<file path="src/rtl/router_pkg.sv">
`default_nettype none
// +------------------------------------------------------------------+
// | router_pkg : shared types and defaults for the router rx endpoint |
// | Rev 1.0                                                          |
// +------------------------------------------------------------------+
package router_pkg;

  localparam int DATA_W_DEF  = 8;
  localparam int DEPTH_DEF   = 4;
  localparam int NBITS_W_DEF = $clog2(DATA_W_DEF + 1);

  typedef enum logic [1:0] {
    IDLE = 2'd0,
    RECV = 2'd1,
    DROP = 2'd2
  } rx_state_t;

  typedef struct packed {
    logic [DATA_W_DEF-1:0]  data;
    logic [NBITS_W_DEF-1:0] nbits;
    logic                   last;
  } rx_word_t;

endpackage
`default_nettype wire

</file>
<file path="src/rtl/router_rx_fifo.sv">
`default_nettype none
// +------------------------------------------------------------------+
// | router_rx_fifo : first-word-fall-through sync FIFO, full/empty   |
// | Rev 1.0                                                          |
// +------------------------------------------------------------------+
module router_rx_fifo
  import router_pkg::*;
#(
  parameter int W     = $bits(rx_word_t),
  parameter int DEPTH = DEPTH_DEF
) (
  input  logic         clk,
  input  logic         reset_n,
  input  logic         push_i,
  input  logic [W-1:0] din_i,
  input  logic         pop_i,
  output logic [W-1:0] dout_o,
  output logic         full_o,
  output logic         empty_o
);

  localparam int AW = $clog2(DEPTH);

  logic [AW:0]  wr_ptr_q, wr_ptr_d;
  logic [AW:0]  rd_ptr_q, rd_ptr_d;
  logic [W-1:0] mem_q [DEPTH];
  logic [W-1:0] mem_d [DEPTH];
  logic         do_push;
  logic         do_pop;

  assign empty_o = (wr_ptr_q == rd_ptr_q);
  assign full_o  = (wr_ptr_q[AW] != rd_ptr_q[AW]) &&
                   (wr_ptr_q[AW-1:0] == rd_ptr_q[AW-1:0]);
  assign dout_o  = mem_q[rd_ptr_q[AW-1:0]];
  assign do_pop  = pop_i && !empty_o;
  // A pop in the same cycle frees the slot the push lands in.
  assign do_push = push_i && (!full_o || do_pop);

  always_comb begin
    mem_d    = mem_q;
    wr_ptr_d = wr_ptr_q;
    rd_ptr_d = rd_ptr_q;
    if (do_push) begin
      mem_d[wr_ptr_q[AW-1:0]] = din_i;
      wr_ptr_d                = wr_ptr_q + (AW+1)'(1);
    end
    if (do_pop) begin
      rd_ptr_d = rd_ptr_q + (AW+1)'(1);
    end
  end

  always_ff @(posedge clk or negedge reset_n) begin
    if (!reset_n) begin
      wr_ptr_q <= '0;
      rd_ptr_q <= '0;
      for (int i = 0; i < DEPTH; i++) begin
        mem_q[i] <= '0;
      end
    end else begin
      wr_ptr_q <= wr_ptr_d;
      rd_ptr_q <= rd_ptr_d;
      mem_q    <= mem_d;
    end
  end

endmodule
`default_nettype wire

</file>
<file path="src/rtl/router_port_rx.sv">
`default_nettype none
// +------------------------------------------------------------------+
// | router_port_rx : serial-to-word receive endpoint for a router    |
// |                  output port, FIFO-buffered valid/ready output.  |
// | Optional stats counters: define ROUTER_RX_STATS_EN               |
// | Rev 1.0                                                          |
// +------------------------------------------------------------------+
module router_port_rx
  import router_pkg::*;
#(
  parameter int DATA_W = DATA_W_DEF,
  parameter int DEPTH  = DEPTH_DEF
) (
  input  logic                         clk,
  input  logic                         reset_n,
  input  logic                         dout_i,
  input  logic                         frameo_n_i,
  input  logic                         valido_n_i,
  output logic [DATA_W-1:0]            word_o,
  output logic [$clog2(DATA_W+1)-1:0]  word_nbits_o,
  output logic                         word_last_o,
  output logic                         word_valid_o,
  input  logic                         word_ready_i,
  output logic                         busy_o,
  output logic                         err_abort_o,
  output logic                         err_ovf_o
`ifdef ROUTER_RX_STATS_EN
  ,
  output logic [15:0]                  pkt_cnt_o,
  output logic [15:0]                  err_cnt_o
`endif
);

  localparam int              CW       = $clog2(DATA_W + 1);
  localparam logic [CW-1:0]   CNT_FULL = CW'(DATA_W);

  typedef struct packed {
    logic [DATA_W-1:0] data;
    logic [CW-1:0]     nbits;
    logic              last;
  } word_t;

  rx_state_t         state_q, state_d;
  logic [DATA_W-1:0] shreg_q, shreg_d, shreg_w;
  logic [CW-1:0]     cnt_q, cnt_d, cnt_inc;
  logic              push_q, push_d;
  word_t             pword_q, pword_d;
  logic              abort_q, abort_d;
  logic              ovf_q, ovf_d;
  logic              armed_q, armed_d;
  logic              capture, fin_bit;
  logic              fifo_full, fifo_empty, pop, ovf_ev;
  word_t             head;

  assign pop    = word_valid_o && word_ready_i;
  assign ovf_ev = push_q && fifo_full && !pop;

  always_comb begin
    state_d = state_q;
    shreg_d = shreg_q;
    cnt_d   = cnt_q;
    push_d  = 1'b0;
    pword_d = pword_q;
    abort_d = 1'b0;
    ovf_d   = ovf_q | ovf_ev;
    // After reset the remainder of an interrupted frame must not look like a new packet.
    armed_d = armed_q | frameo_n_i;
    capture = 1'b0;
    fin_bit = 1'b0;
    cnt_inc = cnt_q + CW'(1);
    shreg_w = shreg_q;
    for (int i = 0; i < DATA_W; i++) begin
      if (cnt_q == CW'(i)) shreg_w[i] = dout_i;
    end

    unique case (state_q)
      IDLE: begin
        if (armed_q && !frameo_n_i) begin
          state_d = RECV;
          capture = !valido_n_i;
        end
      end
      RECV: begin
        if (frameo_n_i) begin
          state_d = IDLE;
          if (valido_n_i) begin
            abort_d = 1'b1;
            shreg_d = '0;
            cnt_d   = '0;
          end else begin
            capture = 1'b1;
            fin_bit = 1'b1;
          end
        end else begin
          capture = !valido_n_i;
        end
      end
      DROP: begin
        if (frameo_n_i) state_d = IDLE;
      end
      default: state_d = IDLE;
    endcase

    if (capture) begin
      if (fin_bit || cnt_inc == CNT_FULL) begin
        push_d  = 1'b1;
        pword_d = '{data: shreg_w, nbits: cnt_inc, last: fin_bit};
        shreg_d = '0;
        cnt_d   = '0;
      end else begin
        shreg_d = shreg_w;
        cnt_d   = cnt_inc;
      end
    end

    // A dropped mid-packet word makes the rest of the frame meaningless.
    if (ovf_ev && !pword_q.last) begin
      state_d = frameo_n_i ? IDLE : DROP;
      shreg_d = '0;
      cnt_d   = '0;
      push_d  = 1'b0;
      abort_d = 1'b0;
    end
  end

  always_ff @(posedge clk or negedge reset_n) begin
    if (!reset_n) begin
      state_q <= IDLE;
      shreg_q <= '0;
      cnt_q   <= '0;
      push_q  <= 1'b0;
      pword_q <= '0;
      abort_q <= 1'b0;
      ovf_q   <= 1'b0;
      armed_q <= 1'b0;
    end else begin
      state_q <= state_d;
      shreg_q <= shreg_d;
      cnt_q   <= cnt_d;
      push_q  <= push_d;
      pword_q <= pword_d;
      abort_q <= abort_d;
      ovf_q   <= ovf_d;
      armed_q <= armed_d;
    end
  end

  router_rx_fifo #(
    .W     ($bits(word_t)),
    .DEPTH (DEPTH)
  ) u_fifo (
    .clk     (clk),
    .reset_n (reset_n),
    .push_i  (push_q),
    .din_i   (pword_q),
    .pop_i   (pop),
    .dout_o  (head),
    .full_o  (fifo_full),
    .empty_o (fifo_empty)
  );

  assign word_o       = head.data;
  assign word_nbits_o = head.nbits;
  assign word_last_o  = head.last;
  assign word_valid_o = !fifo_empty;
  assign busy_o       = (state_q != IDLE);
  assign err_abort_o  = abort_q;
  assign err_ovf_o    = ovf_q;

`ifdef ROUTER_RX_STATS_EN
  logic [15:0] pkt_cnt_q, pkt_cnt_d;
  logic [15:0] err_cnt_q, err_cnt_d;

  always_comb begin
    pkt_cnt_d = pkt_cnt_q;
    err_cnt_d = err_cnt_q;
    if (push_q && !ovf_ev && pword_q.last && pkt_cnt_q != 16'hFFFF) begin
      pkt_cnt_d = pkt_cnt_q + 16'd1;
    end
    if ((abort_d || ovf_ev) && err_cnt_q != 16'hFFFF) begin
      err_cnt_d = err_cnt_q + 16'd1;
    end
  end

  always_ff @(posedge clk or negedge reset_n) begin
    if (!reset_n) begin
      pkt_cnt_q <= '0;
      err_cnt_q <= '0;
    end else begin
      pkt_cnt_q <= pkt_cnt_d;
      err_cnt_q <= err_cnt_d;
    end
  end

  assign pkt_cnt_o = pkt_cnt_q;
  assign err_cnt_o = err_cnt_q;
`endif

endmodule
`default_nettype wire

</file>
<file path="config.mk">
export PLATFORM = sky130hd
export DESIGN_NAME = router_port_rx
export DESIGN_NICKNAME = d
export VERILOG_FILES = /design/src/rtl/router_pkg.sv /design/src/rtl/router_rx_fifo.sv /design/src/rtl/router_port_rx.sv
export SDC_FILE = /design/constraint.sdc
export NUM_CORES = 1
export LEC_CHECK = 0
export BUFFER_PORTS_ARGS = -buffer_cell sky130_fd_sc_hd__clkbuf_2
export CORE_ASPECT_RATIO = 1.2
export CORE_MARGIN = 1.5
export CORE_UTILIZATION = 60
export DETAILED_ROUTE_END_ITERATION = 16
export PLACE_DENSITY_LB_ADDON = 0.1
export SLEW_MARGIN = 40
export SYNTH_ARGS = -nofsm -noshare
export SYNTH_HDL_FRONTEND = slang
export SYNTH_SLANG_ARGS = --single-unit
</file>
<file path="constraint.sdc">
create_clock -name clk -period 3.65 [get_ports clk]
set_clock_uncertainty 0.15 [all_clocks]
set_input_delay 0.365 -clock clk [delete_from_list [all_inputs] [get_ports clk]]
set_output_delay 0.365 -clock clk [all_outputs]
set_load 0.01 [all_outputs]
</file>
==> Yosys cells after proc, flatten, opt, wreduce, memory -nomap -nowiden <==
Cells that the tools add are included.
{ "classes": {"mux": 44, "n_reduce_logical": 27, "bitwise": 4, "add_sub_neg": 3, "n_lt_le_gt_ge": 3, "n_eq_ne": 15} }
{ "ops": {"columns": ["operator", "n"], "rows": [
  ["52-bit bitwise mux", 1],
  ["8-bit two-way mux", 6],
  ["13-bit two-way mux", 3],
  ["13-bit binary-select mux with 2-bit select", 1],
  ["13-bit demux with 2-bit select", 1],
  ["4-bit two-way mux", 6],
  ["1-bit two-way mux", 20],
  ["4-bit by 3-bit equality test with 1-bit output (second input constant)", 4],
  ["1-bit logical AND", 9],
  ["3-bit nonzero test", 3],
  ["4-bit by 2-bit equality test with 1-bit output (second input constant)", 2],
  ["2-bit two-way mux", 4],
  ["3-bit by 1-bit adder with 3-bit output (second input constant)", 2],
  ["3-bit >= comparator (second input constant)", 2],
  ["1-bit zero test", 6],
  ["2-bit inverter with 3-bit output", 2],
  ["4-bit by 1-bit adder with 4-bit output (second input constant)", 1],
  ["4-bit by 1-bit equality test with 1-bit output (second input constant)", 1],
  ["4-bit equality test (second input constant)", 1],
  ["4-bit zero test", 1],
  ["2-bit case mux with 2 select lines", 1],
  ["2-bit AND reduction", 2],
  ["3-bit equality test", 1],
  ["3-bit by 1-bit less-than comparator with 1-bit output (second input constant)", 1],
  ["13 further kinds", 15]
]} }
{ "totals": {"elab_cells": 112, "regBits": 89, "out_inout_bits": 17} }

==> Depth between registers and ports, before layout <==
{ "depth": {"word_depth": 8, "depth_mapped": 7, "ltp_nobuf": 6} }

==> Cells and area by module <==
Synthesis repeated with hierarchy kept, for this count alone.
{ "hier_totals": {"hier_cells": 320, "area_unflattened_um2": 4573.1} }
{ "by_module_without_submodules": {"columns": ["mod", "n_inst", "area_per_inst_um2", "cells_per_inst", "seq_area_each_um2"], "rows": [
  ["router_rx_fifo", 1, 2827.7, 169, 1451.4],
  ["router_port_rx", 1, 1745.4, 151, 775.7]
]} }

==> Worst setup path after synthesis <==
No wires, ideal clock.
{ "synth_path": {"kind": "register to register", "startpoint": "register u_fifo.rd_ptr_q[1]", "endpoint": "register u_fifo.mem_q[0] (netlist name)", "arrival_time_ps": 1758, "path_buffers": 2, "setup_time_ps": 125, "path_stages_with_launch": 7, "path_slack_ps": 1617, "path_cell_list": "dfrtp_1 > buf_6 > xor2_2 > o41a_4 > nand2_4 > buf_12 > mux2_4"} }
{ "synth_between": {"elab_chain_len": 6} }
{ "synth_rtl": {"columns": ["item", "line", "text"], "rows": [
  ["start: declaration", "router_rx_fifo.sv:25", "logic [AW:0] rd_ptr_q, rd_ptr_d;"],
  ["start signal: assignment", "router_rx_fifo.sv:61", "rd_ptr_q <= rd_ptr_d;"],
  ["3-bit equality test", "router_rx_fifo.sv:31", "assign empty_o = (wr_ptr_q == rd_ptr_q);"],
  ["1-bit zero test", "router_rx_fifo.sv:35, router_port_rx.sv:165", null],
  ["1-bit logical AND", "router_port_rx.sv:55", "assign pop = word_valid_o && word_ready_i;"],
  ["1-bit logical AND", "router_rx_fifo.sv:35", "assign do_pop = pop_i && !empty_o;"],
  ["1-bit logical OR *", "router_rx_fifo.sv:37", "assign do_push = push_i && (!full_o || do_pop);"],
  ["1-bit logical AND *", "router_rx_fifo.sv:37", null],
  ["end signal: assignment", "router_rx_fifo.sv:62", "mem_q <= mem_d;"],
  ["end: declaration", "router_rx_fifo.sv:26", "logic [W-1:0] mem_q [DEPTH];"]
]} }
Every way passes the cells marked *; elsewhere a longest branch is shown, timed or not.
A chain may end at the register's enable or synchronous reset.

==> Worst setup path after layout <==
{ "layout_path": {"startpoint": "register cnt_q[3]", "endpoint": "register pword_q[1] (netlist name)"} }
{ "layout_between": {"elab_chain_len": 4} }
{ "layout_rtl": {"columns": ["item", "line", "text"], "rows": [
  ["start: declaration", "router_port_rx.sv:45", "logic [CW-1:0] cnt_q, cnt_d, cnt_inc;"],
  ["start signal: assignment", "router_port_rx.sv:139", "cnt_q <= cnt_d;"],
  ["4-bit by 1-bit adder with 4-bit output", "router_port_rx.sv:70", "cnt_inc = cnt_q + CW'(1);"],
  ["4-bit equality test", "router_port_rx.sv:105", "if (fin_bit || cnt_inc == CNT_FULL) begin"],
  ["1-bit logical OR", "router_port_rx.sv:105", null],
  ["2-bit AND reduction (no source line)", null, null],
  ["end signal: assignment", "router_port_rx.sv:141", "pword_q <= pword_d;"],
  ["end: declaration", "router_port_rx.sv:47", "word_t pword_q, pword_d;"]
]} }
Every way passes these cells.

==> key figures <==
Outcome
  • Status: completed

Critical path
  • Crit Path Max Fanout: 19
  • Critical R2R Capture: pword_q[1]$_DFFE_PN0P_
  • Critical Path Start Type: register
  • Worst reg-to-reg setup slack: ~1.2 ns
  • Setup crit end kind: register
  • Reg2Reg Depth: 4
  • Critical R2R Launch: cnt_q[3]$_DFFE_PN0P_
  • Critical Path Sink: pword_q[1]$_DFFE_PN0P_
  • Crit path launch: cnt_q[3]$_DFFE_PN0P_
  • WS Path Type: register to register
  • CP arrival: 2.57 ns
  • Critical Path RT: 3.74 ns

Synthesis
  • Net Count, Synth: 330
  • Top cell type by total area after synthesis: dfrtp_1
  • Mapped Cells: between 300 and 400
  • Avg Cell Area, Syn: 14.4 um2
  • Async SR Flop Fraction: 100%
  • Main synth FF type: dfrtp_1
  • Area contributors post-synth: dfrtp_1, mux2_4, mux2_2, mux4_2, ha_1
  • Commonest cells post-synth: dfrtp_1, mux2_4, mux2_2
  • Yosys warns: 0
  • Post-synthesis sequential area ratio: 49.5%
  • Post-synth cell types: between 40 and 50
  • Post-synthesis cell area: 4500 um2
  • Most frequent cell after synthesis: dfrtp_1
  • Register bit total from synthesis: 89
  • Post-synth EDFFs: 0
  • Post-synth top area share: 49.5%

Layout
  • Final core utilization: 66.9%
  • Post-layout nets: 354
  • Storage element area: 2230 um2
  • Non-Filler Instances: 432
  • Share of cells above drive strength 1: 40.6%
  • Fill cells: 503
  • Inserted Diodes: 0
  • Footprint of the multi-input gates: about 2100 um2
  • P&R area growth vs syn: 8.18%

GRT
  • Tot GR Track Use: 22.4%
  • Antenna violations before repair: 0
  • Vias in the first global route: about 2600
  • Grt ovf: 0
  • Largest net degree at the start of global routing: 44
  • First-pass GRT wire length: 13400 um

Route
  • Via Count: around 2500
  • Total wire length: between 7000 and 8000 um
  • Mean routed wirelength per cell: 18.4 um
  • Pre-Repair DR Iteration Count: 4
  • First DRT Iteration DRCs: 134
  • DRC Markers: 0
  • Vias/cell: 5.78
  • Post-DRT Antenna Nets: 0

Power
  • Worst VDD drop: 526 uV
  • PwrDens: 701 nW/um2
  • Leak pwr: ~0.0024 uW

Placed design
  • Gpl congestion: 0.782
  • Dpl cells: roughly 420
  • Pre-CTS WS: 1.10 ns
  • Number of buffers added on ports: 22
  • HPWL Detailed: 5280 um

Clock network
  • CTS Buf Count: 9
  • Post-CTS Setup Inserts: 0
  • Worst-path clk slew: 0.09 ns
  • CTS resizes: 0
  • CTS max path bufs: 2
  • CTS Hold Bufs: 1
  • CTS sink cnt: 89
  • Depth of the CTS H-tree: 3
  • Insertion delay of the later-clocked pin in the worst-skew pair: 0.35 ns
  • CTS tree: built
  • Root buffer cell: clkbuf_8

Floorplan
  • Die area: around 8000 um2
  • Initial Util: between 60% and 70%
  • Die X: just over 80 um
  • Core ar.: 7270 um2
  • I/O pin cnt: 23
  • Die Ht: 97.9 um
  • Row cnt: 34

Flow run
  • Max Cap Violations: 0

STA
  • Final hold viol count: 0
  • RSZ-0062 raised after global routing: false
  • Slew Viols, Final: 0
  • Setup-failing EPs final: 0
  • Crit path time final: roughly 2.5 ns
  • WHS: 0.155 ns
  • Actual slew at the worst max-slew pin: approximately 0.7 ns
  • F_max: 0.402 GHz
  • TNS Setup: 0 ns
  • Final worst-path cycle share: about two thirds
  • Setup ws final: 1.16 ns
  • Worst rel slew slack: 52.4%

Worst hold path
  • Hold path depth: 2
  • Worst Hold Class: primary input to register
[stage by stage]
step           power [uW]  cell area [um2]
2_1_floorplan        2370             4500
3_3_place_gp         2620             4600
3_5_place_dp         2660             4620
4_1_cts              3440             4860
5_1_grt              3620             4870
6_report             3410             4870
[report_power, final]
part	internal (uW)	total [uW]	switching (uW)	leakage [uW]
clock	424	767	344	0.000109
combinational	598	1140	540	0.00116
sequential	1260	1510	243	0.00118
total	2280	3410	1130	0.00244
[worst min path at each step]
stage	from	to	slack [ns]
6_report	frameo_n_i	armed_q$_DFF_PN0_	0.15
2_1_floorplan	reset_n	armed_q$_DFF_PN0_	-0.08
4_1_cts	frameo_n_i	armed_q$_DFF_PN0_	0.14
3_5_place_dp	reset_n	u_fifo.rd_ptr_q[1]$_DFFE_PN0P_	0.15
5_1_grt	frameo_n_i	armed_q$_DFF_PN0_	0.16
3_3_place_gp	armed_q$_DFF_PN0_	armed_q$_DFF_PN0_	0.31
[registers in the layout, summed over array words and instances, names as in the netlist, 2 cells and up]
| register | cells |
|---|---|
| shreg_q | 8 |
| u_fifo.mem_q | 52 |
| pword_q | 13 |
| u_fifo.rd_ptr_q | 3 |
| state_q | 2 |
| cnt_q | 4 |
| u_fifo.wr_ptr_q | 3 |
[per-layer routing]
metal	up-vias	wire, um	GRT usage (%)
li1	1176	-	-
met1	1291	4000	33.5
met2	22	3740	33.0
met3	7	148	5.33
met4	0	72	5.48
met5	-	0	0
[logic make-up after synthesis]
| logic type | after synthesis | share of synthesized area (%) |
|---|---|---|
| AOI/OAI and AO/OA | 31 | 4.95 |
| xor gates and xnor gates | 12 | 2.50 |
| adders and majority gates | 11 | 3.06 |
| buffers and inverters | 24 | 4.03 |
| DFF | 89 | 49.5 |
| muxes | 86 | 28.0 |
| and+or+nand+nor | 60 | 7.93 |
[layout make-up]
cell class                 instances  area share (%)
clock buffer                      12            3.19
clock inverter                     4            1.54
tap                               90            2.31
timing repair buffer              27            3.39
inverter                          10           0.771
multi-input combinational        200            43.0
sequential                        89            45.8
[critical path: stages (launching register included)]
cell and delay (ns):
dfrtp_1 0.52, a21boi_1 0.26, o211ai_2 0.34, a21oi_2 0.70, mux2_2 0.41
[placed cells by master (no fill, tap or decap), types with 4 or more instances in the layout]
cell	instances
nand2_1	19
a21oi_1	6
mux2_4	39
nor2_1	4
mux4_2	13
ha_1	11
nand2_4	4
inv_1	10
xnor2_1	8
or3b_1	6
dfrtp_1	89
nand3_1	11
buf_4	4
o21ai_0	4
clkbuf_8	11
mux2_2	34
clkbuf_2	21
a31oi_1	5
nand3b_1	4
(Power assumes the default switching activity.)
